**src/rtl/mem_wb_skid_stage.sv**
```systemverilog
// ============================================================================
// mem_wb_skid_stage : MEM->WB pipeline register with one-entry skid buffer
// Revision: 1.0
// ============================================================================
`default_nettype none

module mem_wb_skid_stage #(
  parameter int XLEN  = 64,
  parameter int RA_W  = 5,
  parameter int CNT_W = 32
) (
  input  logic             clk,
  input  logic             reset,
  input  logic             in_valid,
  output logic             in_ready,
  input  logic [XLEN-1:0]  in_result,
  input  logic [XLEN-1:0]  in_rdata,
  input  logic [RA_W-1:0]  in_rd,
  input  logic             in_memtoreg,
  input  logic             in_regwrite,
  input  logic             flush,
  output logic             out_valid,
  input  logic             out_ready,
  output logic [XLEN-1:0]  wb_data,
  output logic [RA_W-1:0]  wb_rd,
  output logic             wb_we,
  output logic [1:0]       occupancy,
  output logic [CNT_W-1:0] retire_cnt
);

  // Main entry (drives outputs)
  logic            m_valid;
  logic [XLEN-1:0] m_result;
  logic [XLEN-1:0] m_rdata;
  logic [RA_W-1:0] m_rd;
  logic            m_memtoreg;
  logic            m_regwrite;

  // Skid entry
  logic            s_valid;
  logic [XLEN-1:0] s_result;
  logic [XLEN-1:0] s_rdata;
  logic [RA_W-1:0] s_rd;
  logic            s_memtoreg;
  logic            s_regwrite;

  logic [CNT_W-1:0] cnt;
  logic             accept;
  logic             pop;

  // in_ready comes straight from the skid flop so upstream sees no comb path
  assign in_ready   = !s_valid;
  assign out_valid  = m_valid;
  assign accept     = in_valid && in_ready;
  assign pop        = m_valid && out_ready;
  assign occupancy  = {1'b0, m_valid} + {1'b0, s_valid};
  assign wb_data    = m_memtoreg ? m_rdata : m_result;
  assign wb_rd      = m_rd;
  assign wb_we      = pop && m_regwrite && (m_rd != '0);
  assign retire_cnt = cnt;

  always_ff @(posedge clk or posedge reset) begin
    if (reset) begin
      m_valid    <= 1'b0;
      m_result   <= '0;
      m_rdata    <= '0;
      m_rd       <= '0;
      m_memtoreg <= 1'b0;
      m_regwrite <= 1'b0;
      s_valid    <= 1'b0;
      s_result   <= '0;
      s_rdata    <= '0;
      s_rd       <= '0;
      s_memtoreg <= 1'b0;
      s_regwrite <= 1'b0;
    end else if (flush) begin
      m_valid <= 1'b0;
      s_valid <= 1'b0;
    end else if (pop) begin
      if (s_valid) begin
        m_result   <= s_result;
        m_rdata    <= s_rdata;
        m_rd       <= s_rd;
        m_memtoreg <= s_memtoreg;
        m_regwrite <= s_regwrite;
        s_valid    <= 1'b0;
      end else if (accept) begin
        m_result   <= in_result;
        m_rdata    <= in_rdata;
        m_rd       <= in_rd;
        m_memtoreg <= in_memtoreg;
        m_regwrite <= in_regwrite;
      end else begin
        m_valid <= 1'b0;
      end
    end else if (accept) begin
      if (!m_valid) begin
        m_valid    <= 1'b1;
        m_result   <= in_result;
        m_rdata    <= in_rdata;
        m_rd       <= in_rd;
        m_memtoreg <= in_memtoreg;
        m_regwrite <= in_regwrite;
      end else begin
        s_valid    <= 1'b1;
        s_result   <= in_result;
        s_rdata    <= in_rdata;
        s_rd       <= in_rd;
        s_memtoreg <= in_memtoreg;
        s_regwrite <= in_regwrite;
      end
    end
  end

  // A writeback in the flush cycle still commits
  always_ff @(posedge clk or posedge reset) begin
    if (reset) begin
      cnt <= '0;
    end else if (wb_we) begin
      cnt <= cnt + 1'b1;
    end
  end

endmodule

`default_nettype wire

```
**config.mk**
```make
export PLATFORM = sky130hd
export DESIGN_NAME = mem_wb_skid_stage
export DESIGN_NICKNAME = d
export VERILOG_FILES = /design/src/rtl/mem_wb_skid_stage.sv
export SDC_FILE = /design/constraint.sdc
export NUM_CORES = 1
export LEC_CHECK = 0
export CAP_MARGIN = 40
export CORE_ASPECT_RATIO = 0.5
export CORE_UTILIZATION = 49
export CTS_BUF_LIST = sky130_fd_sc_hd__clkbuf_8
export CTS_CLUSTER_DIAMETER = 80
export DETAILED_ROUTE_END_ITERATION = 10
export PLACE_DENSITY = 0.78
export SYNTH_ARGS = -nofsm -noshare
export SYNTH_HDL_FRONTEND = slang
export SYNTH_SLANG_ARGS = --single-unit
```
**constraint.sdc**
```tcl
create_clock -name clk -period 10.8 [get_ports clk]
set_input_delay 2.16 -clock clk [delete_from_list [all_inputs] [get_ports clk]]
set_output_delay 2.16 -clock clk [all_outputs]
set_load 0.02 [all_outputs]
```
Word level (Yosys, flattened, before mapping)
Index checks and enable logic that the tools add are counted.

$add $sub $neg: 2. Equality and inequality tests: 3. Mux-type cells: 35. Bitwise gates (word level): 2. Reduce and logical (&&, ||, !) cells: 14.

Operators by type and width (count): $mux 64 (11); $add 32x1->32 const B (1); $mux 5 (5); $mux 1 (19); $reduce_and 4->1 (2); $ne 3x3->1 const B (2); $reduce_bool 3->1 (2); $reduce_bool 5->1 (1); $logic_and 1x1->1 (4); $reduce_bool 2->1 (2); $reduce_and 3->1 (1); $add 1x1->2 (1); $ne 2x1->1 const B (1); $not 1->1 (2); $reduce_and 2->1 (1); $logic_not 1->1 (1).

Register bits: 304. Bits of input ports: 140. Output and inout bits: 106. Word-level logic and storage cells: 69.

Logic depth before layout (Yosys ltp)
Gate-level depths: netlist (run 1).

Word-level depth: 6. Gate-level depth with buffers: 7. Gate-level depth less buffers: 6.

Worst setup path before layout (run 1)
No wires, ideal clock.

Path type: input port to output port. Start: input out_ready. End: output wb_we. Data arrival time: 2.577 ns. Setup slack: 6.063 ns. Stages: 2. Path buffers: 0. Cells stage by stage: nand3_1 -> a21oi_2.

Word-level cells in the longest chain between the ends: 3.

Ends and longest elaborated chain: start: declaration (RTL line 23) `input logic out_ready,`; $logic_and 1x1->1 (RTL line 55) `assign pop = m_valid && out_ready;`; $logic_and 1x1->1 (2 in series) (RTL line 59) `assign wb_we = pop && m_regwrite && (m_rd != '0);`; end: declaration (RTL line 26) `output logic wb_we,`.

No other way between the ends.

Final worst setup path (run 1)
Ends and elaborated chain as after synthesis.

==> impl_metrics.py, run 1 <==
metrics = {
    "outcome": {
        "status": "completed",
    },
    "power_and_ir_drop": {
        "intPower_mw": 2.30,
        "power_leakage_nw": 8.11,
        "power.density_nw_per_um2": 186,
        "clockPowerShare": 0.293,
        "pwr-share-comb": 0.236,
        "p_seq_frac": 0.471,
        "p_sw_mw": 0.929,
        "p_sw_frac": 0.288,
        "peakVddDrop_uv": 112,
        "finalPower_mw": 3.23,
    },
    "placement": {
        "hpwl_mm": 20.6,
        "port_buffers": 245,
        "pre_cts_slack_ns": 4.63,
        "placed_area_um2": 16400,
        "place_congestion": 0.797,
        "dp_cells": 1635,
    },
    "setup_path": {
        "critPathLaunchType": "primary input",
        "crit_arrival_ns": 4.03,
        "cp.required_ns": 8.64,
        "critical_path_class": "in -> out",
        "end_kind": "primary output",
        "cp_max_fo": 7,
    },
    "finish": {
        "syn2layout_area_growth_pct": 28.0,
        "drive_above_1_share": 0.221,
        "utilization": 0.647,
        "final_cell_area_um2": 17300,
        "final_cells": 1720,
        "finalNetCount": 1471,
    },
    "sta": {
        "finalCritPeriodShare": 0.573,
        "hold_viol": 0,
        "clock_skew_ns": 0.00908,
        "max_freq_mhz": 162,
        "worstMarginPinSlew_ns": 0.901,
        "min_period_ns": 6.19,
        "slew_headroom": 0.394,
        "setup_violations": 0,
        "timing.final.ws_setup_ns": 4.61,
        "final_max_slew_viol_count": 0,
        "rsz0062_at_grt": "false",
        "finalSetupTns_ns": 0,
        "whs_ns": 0.479,
    },
    "logic_synthesis": {
        "yosys.area.top_type": "dfrtp_1",
        "synth_edf_count": 0,
        "seq_area_frac_synth": 0.563,
        "yosysWarnings": 0,
        "syn_area_um2": 13500,
        "ys_async_sr_fraction": 1.00,
        "synth.most_common_cell": "dfrtp_1",
        "synth_cells": 1086,
        "ys_seq_elements": 304,
        "synth_area_per_cell_um2": 12.5,
        "synth_area_leaders": "dfrtp_1, mux2_2, mux2i_1",
        "ys_types": 33,
        "synth_commonest_cells": "dfrtp_1, mux2_2, nor2_1",
        "netlist.area_leader.share": 0.563,
        "synth_ff_type": "dfrtp_1",
        "synth_nets": 1228,
    },
    "detailed_routing": {
        "drtAntennaViolNets": 0,
        "drt_iter0_drc": 519,
        "viasPerCell": 5.33,
        "wl_per_cell_um": 17.9,
        "vias": 9174,
        "route.detailed.drc": 0,
        "dr.pass1.iters": 7,
        "wirelength_mm": 30.9,
    },
    "worst_hold_path": {
        "hold_path_class": "reg -> reg",
    },
    "clock_network": {
        "clock_latency_ns": 0.56,
        "clockRootBuffer": "clkbuf_8",
        "cts_made_buffers": 44,
        "cts.reportedPaths.clkPinSlew_ns": 0.06,
        "clock_path_buffers": 3,
        "hold_buffers": 0,
        "cts.htree.levels": 2,
        "cts.sinks": 304,
        "post_cts_resized": 0,
        "cts_tree": "done",
        "postCtsSetupBuffers": 0,
    },
    "grt": {
        "track_usage": 0.221,
        "grt_pass1_wl_mm": 49.7,
        "grt_pass1_vias": 9555,
        "grt_max_degree": 96,
        "antenna_found_initial": 4,
        "grt.overflow.total": 0,
    },
    "floorplanning": {
        "initial_utilization": 0.506,
        "die_height_um": 119,
        "chipWidth_um": 237,
        "io_pins": 246,
        "core_um2": 26700,
        "dieArea_um2": 28300,
        "rows": 42,
    },
    "flow_run": {
        "max_cap_violations": 0,
    },
}
[cells in the final DEF (no fill, tap or decap), drive strengths merged]
master / netlist / routed
clkdlybuf4s50: 0 / 245
a221oi: 1 / 1
xnor2: 21 / 21
a21o: 1 / 1
nor3: 1 / 1
clkbuf: 14 / 60
ha: 2 / 2
clkinvlp: 0 / 3
a211oi: 1 / 1
xor2: 10 / 10
dfrtp: 304 / 304
mux2i: 135 / 135
nor4: 4 / 4
mux2: 200 / 200
or3: 1 / 1
inv: 5 / 16
o21ai: 1 / 1
nand4: 10 / 10
buf: 53 / 19
nor2: 142 / 142
nand3: 10 / 10
nor4b: 1 / 1
a21oi: 139 / 139
and4: 6 / 6
diode: 0 / 4
nand2: 18 / 18
and2: 2 / 2
and3: 4 / 4
clkinv: 0 / 7
[path summary, 6_finish.rpt]
path / end / cells after the start / slack [ns] / startpoint
max reg2reg: m_rdata[54]$_DFFE_PP0P_ / 7 / 8.11 / out_valid$_DFFE_PP0P_
min: retire_cnt[31]$_DFFE_PP0P_ / 1 / 0.48 / retire_cnt[31]$_DFFE_PP0P_
max: wb_we / 4 / 4.61 / out_ready
min in group asynchronous: retire_cnt[31]$_DFFE_PP0P_ / 2 / 2.13 / reset
min reg2reg: retire_cnt[31]$_DFFE_PP0P_ / 1 / 0.48 / retire_cnt[31]$_DFFE_PP0P_
max in group asynchronous: m_rdata[57]$_DFFE_PP0P_ / 5 / 6.76 / reset
[power by group through the flow]
stage | Combinational [mW] | Sequential [mW] | Clock, mW
final | 0.760 | 1.52 | 0.947
after global routing | 0.815 | 1.55 | 1.04
after CTS | 0.770 | 1.52 | 0.975
after detailed placement | 0.765 | 1.54 | 0
after global placement | 0.732 | 1.52 | 0
after floorplan | 0.469 | 1.51 | 0
[registers in the layout, summed over array words and instances (netlist names)]
name        cells
m_memtoreg      1
m_rdata        64
m_regwrite      1
m_result       64
out_valid       1
retire_cnt     32
s_memtoreg      1
s_rd            5
s_rdata        64
s_regwrite      1
s_result       64
s_valid         1
wb_rd           5
[per-layer routing]
| layer | wire length (um) | vias to the layer above | track usage |
|---|---|---|---|
| li1 | - | 4313 | - |
| met1 | 13500 | 4643 | 0.283 |
| met2 | 15400 | 166 | 0.374 |
| met3 | 1160 | 52 | 0.0438 |
| met4 | 780 | 0 | 0.0767 |
| met5 | 0 | - | 0 |
[final cells by class]
cell class	count	area [um^2]
antenna	4	10.0
clock buffer	60	826
clock inverter	21	98.8
fill	2003	9440
inverter	5	26.3
multi-input combinational	710	5570
sequential	304	7610
tap	352	440
timing repair buffer	264	2740
[logic make-up (layout without fill, tap and decap cells)]
| kind of cell | after synthesis | count (layout) | synth area share |
|---|---|---|---|
| AO/OA/AOI/OAI | 143 | 143 | 0.0543 |
| multiplexers | 335 | 335 | 0.266 |
| XOR/XNOR | 31 | 31 | 0.0201 |
| flip-flops | 304 | 304 | 0.563 |
| buffers and inverters | 72 | 350 | 0.0281 |
| adder cells (fa/ha/maj) | 2 | 2 | 0.00185 |
| other | 0 | 4 | 0 |
| AND/OR/NAND/NOR | 199 | 199 | 0.0666 |
[critical path, cell delays in order]
cell and delay [ns]:
clkdlybuf4s50_1 0.67, nand3_1 0.15, a21oi_2 0.34, clkdlybuf4s50_1 0.70
Note: power is estimated with default switching activity, not from simulation.
==> inputs of run 2 (changes only) <==
==> constraint.sdc (replaced) <==
create_clock -name clk -period 5.5 [get_ports clk]
set_input_delay 1.1 -clock clk [delete_from_list [all_inputs] [get_ports clk]]
set_output_delay 1.1 -clock clk [all_outputs]
set_load 0.02 [all_outputs]
==> impl_metrics.py, run 2 (synthesis gave the netlist of run 1 again) <==
metrics = {
    "outcome": {
        "status": "completed",
    },
    "detailed_routing": {
        "wl_per_cell_um": 18.2,
        "wirelength_mm": 31.2,
        "drtAntennaViolNets": 0,
        "dr.pass1.iters": 6,
        "drt_iter0_drc": 493,
        "route.detailed.drc": 0,
        "viasPerCell": 5.36,
        "vias": 9167,
    },
    "flow_run": {
        "max_cap_violations": 0,
    },
    "sta": {
        "whs_ns": 0.484,
        "worstMarginPinSlew_ns": 0.982,
        "finalCritPeriodShare": 0.738,
        "final_max_slew_viol_count": 0,
        "clock_skew_ns": 0.0213,
        "hold_viol": 0,
        "max_freq_mhz": 246,
        "setup_violations": 0,
        "slew_headroom": 0.345,
        "timing.final.ws_setup_ns": 1.44,
        "finalSetupTns_ns": 0,
        "rsz0062_at_grt": "false",
        "min_period_ns": 4.06,
    },
    "clock_network": {
        "cts_made_buffers": 45,
        "clockRootBuffer": "clkbuf_8",
        "cts.htree.levels": 2,
        "clock_latency_ns": 0.56,
        "post_cts_resized": 0,
        "clock_path_buffers": 3,
        "cts.reportedPaths.clkPinSlew_ns": 0.07,
        "cts_tree": "done",
        "cts.sinks": 304,
        "postCtsSetupBuffers": 0,
        "hold_buffers": 0,
    },
    "setup_path": {
        "startpoint": "out_ready",
        "end_kind": "primary output",
        "cp.required_ns": 4.40,
        "critical_path_class": "in -> out",
        "crit_path_end": "wb_we",
        "reg2reg_to": "m_rdata[49]$_DFFE_PP0P_",
        "critPathLaunchType": "primary input",
        "cp_max_fo": 7,
        "r2r-start": "out_valid$_DFFE_PP0P_",
        "ff2ff_path_depth": 4,
        "rrSetupSlack_ns": 3.01,
        "crit_arrival_ns": 2.96,
    },
    "grt": {
        "grt_pass1_vias": 9618,
        "antenna_found_initial": 4,
        "grt_max_degree": 155,
        "track_usage": 0.225,
        "grt_pass1_wl_mm": 50.6,
        "grt.overflow.total": 0,
    },
    "placement": {
        "hpwl_mm": 20.5,
        "place_congestion": 0.801,
        "placed_area_um2": 16300,
        "pre_cts_slack_ns": 1.44,
        "port_buffers": 245,
    },
    "finish": {
        "nFillCells": 2042,
        "drive_above_1_share": 0.210,
        "syn2layout_area_growth_pct": 26.9,
        "finalNetCount": 1466,
        "final_cell_mix": "dfrtp_1, clkdlybuf4s50_1, mux2_2, nor2_1, a21oi_1",
        "mostFrequentLayoutCell": "dfrtp_1",
        "final_cell_area_um2": 17200,
    },
    "floorplanning": {
        "io_pins": 246,
        "chipWidth_um": 237,
        "core_um2": 26700,
        "dieArea_um2": 28300,
        "rows": 42,
        "initial_utilization": 0.506,
        "die_height_um": 119,
    },
    "power_and_ir_drop": {
        "peakVddDrop_uv": 220,
        "power.density_nw_per_um2": 363,
        "power_leakage_nw": 8.05,
    },
    "worst_hold_path": {
        "hold_path_class": "reg -> reg",
    },
}
-- run 2: cell types whose count changed in the layout (fill, tap and decap cells not counted), sizes merged --
| cell | before | now |
|---|---|---|
| buf | 19 | 13 |
| clkinv | 7 | 2 |
| clkbuf | 60 | 55 |
| inv | 16 | 23 |
-- run 2: worst min-delay path by stage --
stage	cells past startpoint	to	start	slack, ns
final	1	retire_cnt[31]$_DFFE_PP0P_	retire_cnt[31]$_DFFE_PP0P_	0.48
after global routing	1	retire_cnt[26]$_DFFE_PP0P_	retire_cnt[26]$_DFFE_PP0P_	0.50
after detailed placement	1	retire_cnt[31]$_DFFE_PP0P_	retire_cnt[31]$_DFFE_PP0P_	0.48
after floorplan	1	s_rdata[51]$_DFFE_PP0P_	s_rdata[51]$_DFFE_PP0P_	0.48
after CTS	1	retire_cnt[31]$_DFFE_PP0P_	retire_cnt[31]$_DFFE_PP0P_	0.49
after global placement	1	retire_cnt[31]$_DFFE_PP0P_	retire_cnt[31]$_DFFE_PP0P_	0.46
-- run 2: layout make-up --
type / instances / area (um^2) / area share
inverter: 5 / 22.5 / 0.00131
sequential: 304 / 7610 / 0.443
tap: 352 / 440 / 0.0257
timing repair buffer: 258 / 2670 / 0.155
multi-input combinational: 710 / 5570 / 0.324
clock buffer: 55 / 757 / 0.0441
antenna: 4 / 10.0 / 0.000583
clock inverter: 23 / 96.3 / 0.00561
-- run 2: through the flow --
| step | instances | total power [mW] | utilization |
|---|---|---|---|
| 6_report | 1711 | 6.24 | 0.642 |
| 5_1_grt | 1711 | 6.58 | 0.642 |
| 4_1_cts | 1707 | 6.32 | 0.641 |
| 3_5_place_dp | 1629 | 4.53 | 0.609 |
| 3_3_place_gp | 1626 | 4.43 | 0.607 |
| 2_1_floorplan | 1086 | 3.88 | - |
-- run 2: power breakdown --
group          internal [mW]  total [mW]  switching, mW
logic                  0.825        1.50          0.677
clock network          0.899        1.75          0.848
registers               2.72        2.99          0.274
-- run 2: critical path: stages --
cell	delay, ns
clkdlybuf4s50_1	0.66
nand3_1	0.15
a21oi_2	0.34
clkdlybuf4s50_1	0.70
-- run 2: per-layer routing --
layer | wire length [um] | part of all wire | vias to the layer above | track usage
met1 | 13200 | 0.42 | 4594 | 0.282
met3 | 1190 | 0.038 | 74 | 0.0468
li1 | - | - | 4304 | -
met2 | 15900 | 0.51 | 195 | 0.382
met4 | 921 | 0.030 | 0 | 0.0889
met5 | 0 | 0 | - | 0
==> inputs of run 3 (changes only) <==
==> constraint.sdc (replaced) <==
create_clock -name clk -period 3.7 [get_ports clk]
set_input_delay 0.74 -clock clk [delete_from_list [all_inputs] [get_ports clk]]
set_output_delay 0.74 -clock clk [all_outputs]
set_load 0.02 [all_outputs]
==> impl_metrics.py, run 3 (synthesis gave the netlist of run 1 again) <==
metrics = {
    "sta": {
        "max_freq_mhz": 316,
        "min_period_ns": 3.16,
        "hold_viol": 0,
        "slew_headroom": 0.482,
        "whs_ns": 0.465,
        "final_max_slew_viol_count": 0,
        "timing.final.ws_setup_ns": 0.539,
        "rsz0062_at_grt": "false",
        "worstMarginPinSlew_ns": 0.776,
        "finalCritPeriodShare": 0.854,
        "setup_violations": 0,
        "clock_skew_ns": 0.0191,
    },
    "floorplanning": {
        "die_height_um": 119,
        "io_pins": 246,
        "chipWidth_um": 237,
        "core_um2": 26700,
        "rows": 42,
        "initial_utilization": 0.506,
        "dieArea_um2": 28300,
    },
    "placement": {
        "place_congestion": 0.818,
        "port_buffers": 245,
        "pre_cts_slack_ns": 0.522,
        "hpwl_mm": 20.9,
    },
    "grt": {
        "grt.overflow.total": 0,
        "grt_max_degree": 81,
        "grt_pass1_wl_mm": 49.8,
        "antenna_found_initial": 4,
        "track_usage": 0.222,
        "grt_pass1_vias": 9498,
    },
    "finish": {
        "mostFrequentLayoutCell": "dfrtp_1",
        "syn2layout_area_growth_pct": 28.8,
        "drive_above_1_share": 0.224,
        "final_cell_mix": "dfrtp_1, clkdlybuf4s50_1, mux2_2, nor2_1, a21oi_1",
        "finalNetCount": 1480,
        "utilization": 0.651,
        "nFillCells": 1980,
    },
    "clock_network": {
        "hold_buffers": 0,
        "cts_tree": "done",
        "clockRootBuffer": "clkbuf_8",
        "clock_latency_ns": 0.56,
        "clock_path_buffers": 3,
        "post_cts_resized": 0,
        "cts.sinks": 304,
        "cts.reportedPaths.clkPinSlew_ns": 0.06,
        "cts.htree.levels": 2,
        "cts_made_buffers": 45,
        "postCtsSetupBuffers": 0,
    },
    "detailed_routing": {
        "vias": 9203,
        "m1WireLength_mm": 13.3,
        "route.detailed.drc": 0,
        "viasPerCell": 5.34,
        "met3_length_mm": 1.24,
        "wl_met2_mm": 15.8,
        "drt_iter0_drc": 415,
        "dr.pass1.iters": 6,
        "drtAntennaViolNets": 0,
        "wirelength_mm": 31.1,
        "top_layer_used": "met5",
        "wl_per_cell_um": 18.1,
    },
    "setup_path": {
        "cp.required_ns": 2.96,
        "crit_arrival_ns": 2.42,
        "cp_max_fo": 7,
        "critPathLaunchType": "primary input",
        "end_kind": "primary output",
        "critical_path_class": "in -> out",
        "ff2ff_path_depth": 5,
    },
    "power_and_ir_drop": {
        "power_leakage_nw": 8.16,
        "power.density_nw_per_um2": 550,
        "peakVddDrop_uv": 323,
        "finalPower_mw": 9.58,
    },
    "worst_hold_path": {
        "holdPathStages": 1,
        "hold_path_class": "reg -> reg",
    },
    "outcome": {
        "status": "completed",
    },
    "flow_run": {
        "max_cap_violations": 0,
    },
}
run 3: cell count changes in the layout (fill, tap and decap cells not counted), sizes merged:
cell / change
buf: +14
clkbuf: +7
inv: -7
bufinv: +2
clkinv: -1
clkinvlp: -1
run 3: per-layer routing:
layer	global-route usage	vias to the layer above
met5	0	-
met4	0.0873	2
met3	0.0491	54
met2	0.380	169
met1	0.275	4660
li1	-	4318
run 3: worst max-delay path: stages:
cell,delay (ns)
clkdlybuf4s50_1,0.56
nand3_1,0.12
a21oi_2,0.30
clkdlybuf4s50_1,0.70
run 3: worst paths after layout:
kind / slack (ns) / from / end
min reg2reg: 0.46 / retire_cnt[31]$_DFFE_PP0P_ / retire_cnt[31]$_DFFE_PP0P_
min in group asynchronous: 0.68 / reset / s_rdata[11]$_DFFE_PP0P_
max: 0.54 / out_ready / wb_we
max in group asynchronous: 2.15 / reset / retire_cnt[19]$_DFFE_PP0P_
max reg2reg: 1.41 / s_valid$_DFFE_PP0P_ / s_result[52]$_DFFE_PP0P_
min: 0.46 / retire_cnt[31]$_DFFE_PP0P_ / retire_cnt[31]$_DFFE_PP0P_
run 3: power by group:
part	internal (mW)	leakage, nW	switching [mW]	total (mW)
registers	4.04	3.60	0.390	4.43
logic	1.23	4.01	1.02	2.25
clock network	1.62	0.542	1.28	2.90
run 3: final cells by class:
type                       instances  area, um^2  share of cell area
sequential                       304        7610               0.437
multi-input combinational        710        5570               0.320
timing repair buffer             272        2790               0.160
clock buffer                      62         853              0.0490
tap                              352         440              0.0253
clock inverter                    16         121             0.00697
inverter                           5        22.5             0.00129
antenna                            4        10.0            0.000575
run 3: stage by stage:
stage | std cells | instance area [um^2] | TNS, ns
floorplan | 1086 | 13500 | -329.23
global placement | 1643 | 16400 | 0
detailed placement | 1643 | 16400 | 0
CTS | 1721 | 17400 | 0
global route | 1724 | 17400 | 0
finish | 1725 | 17400 | 0
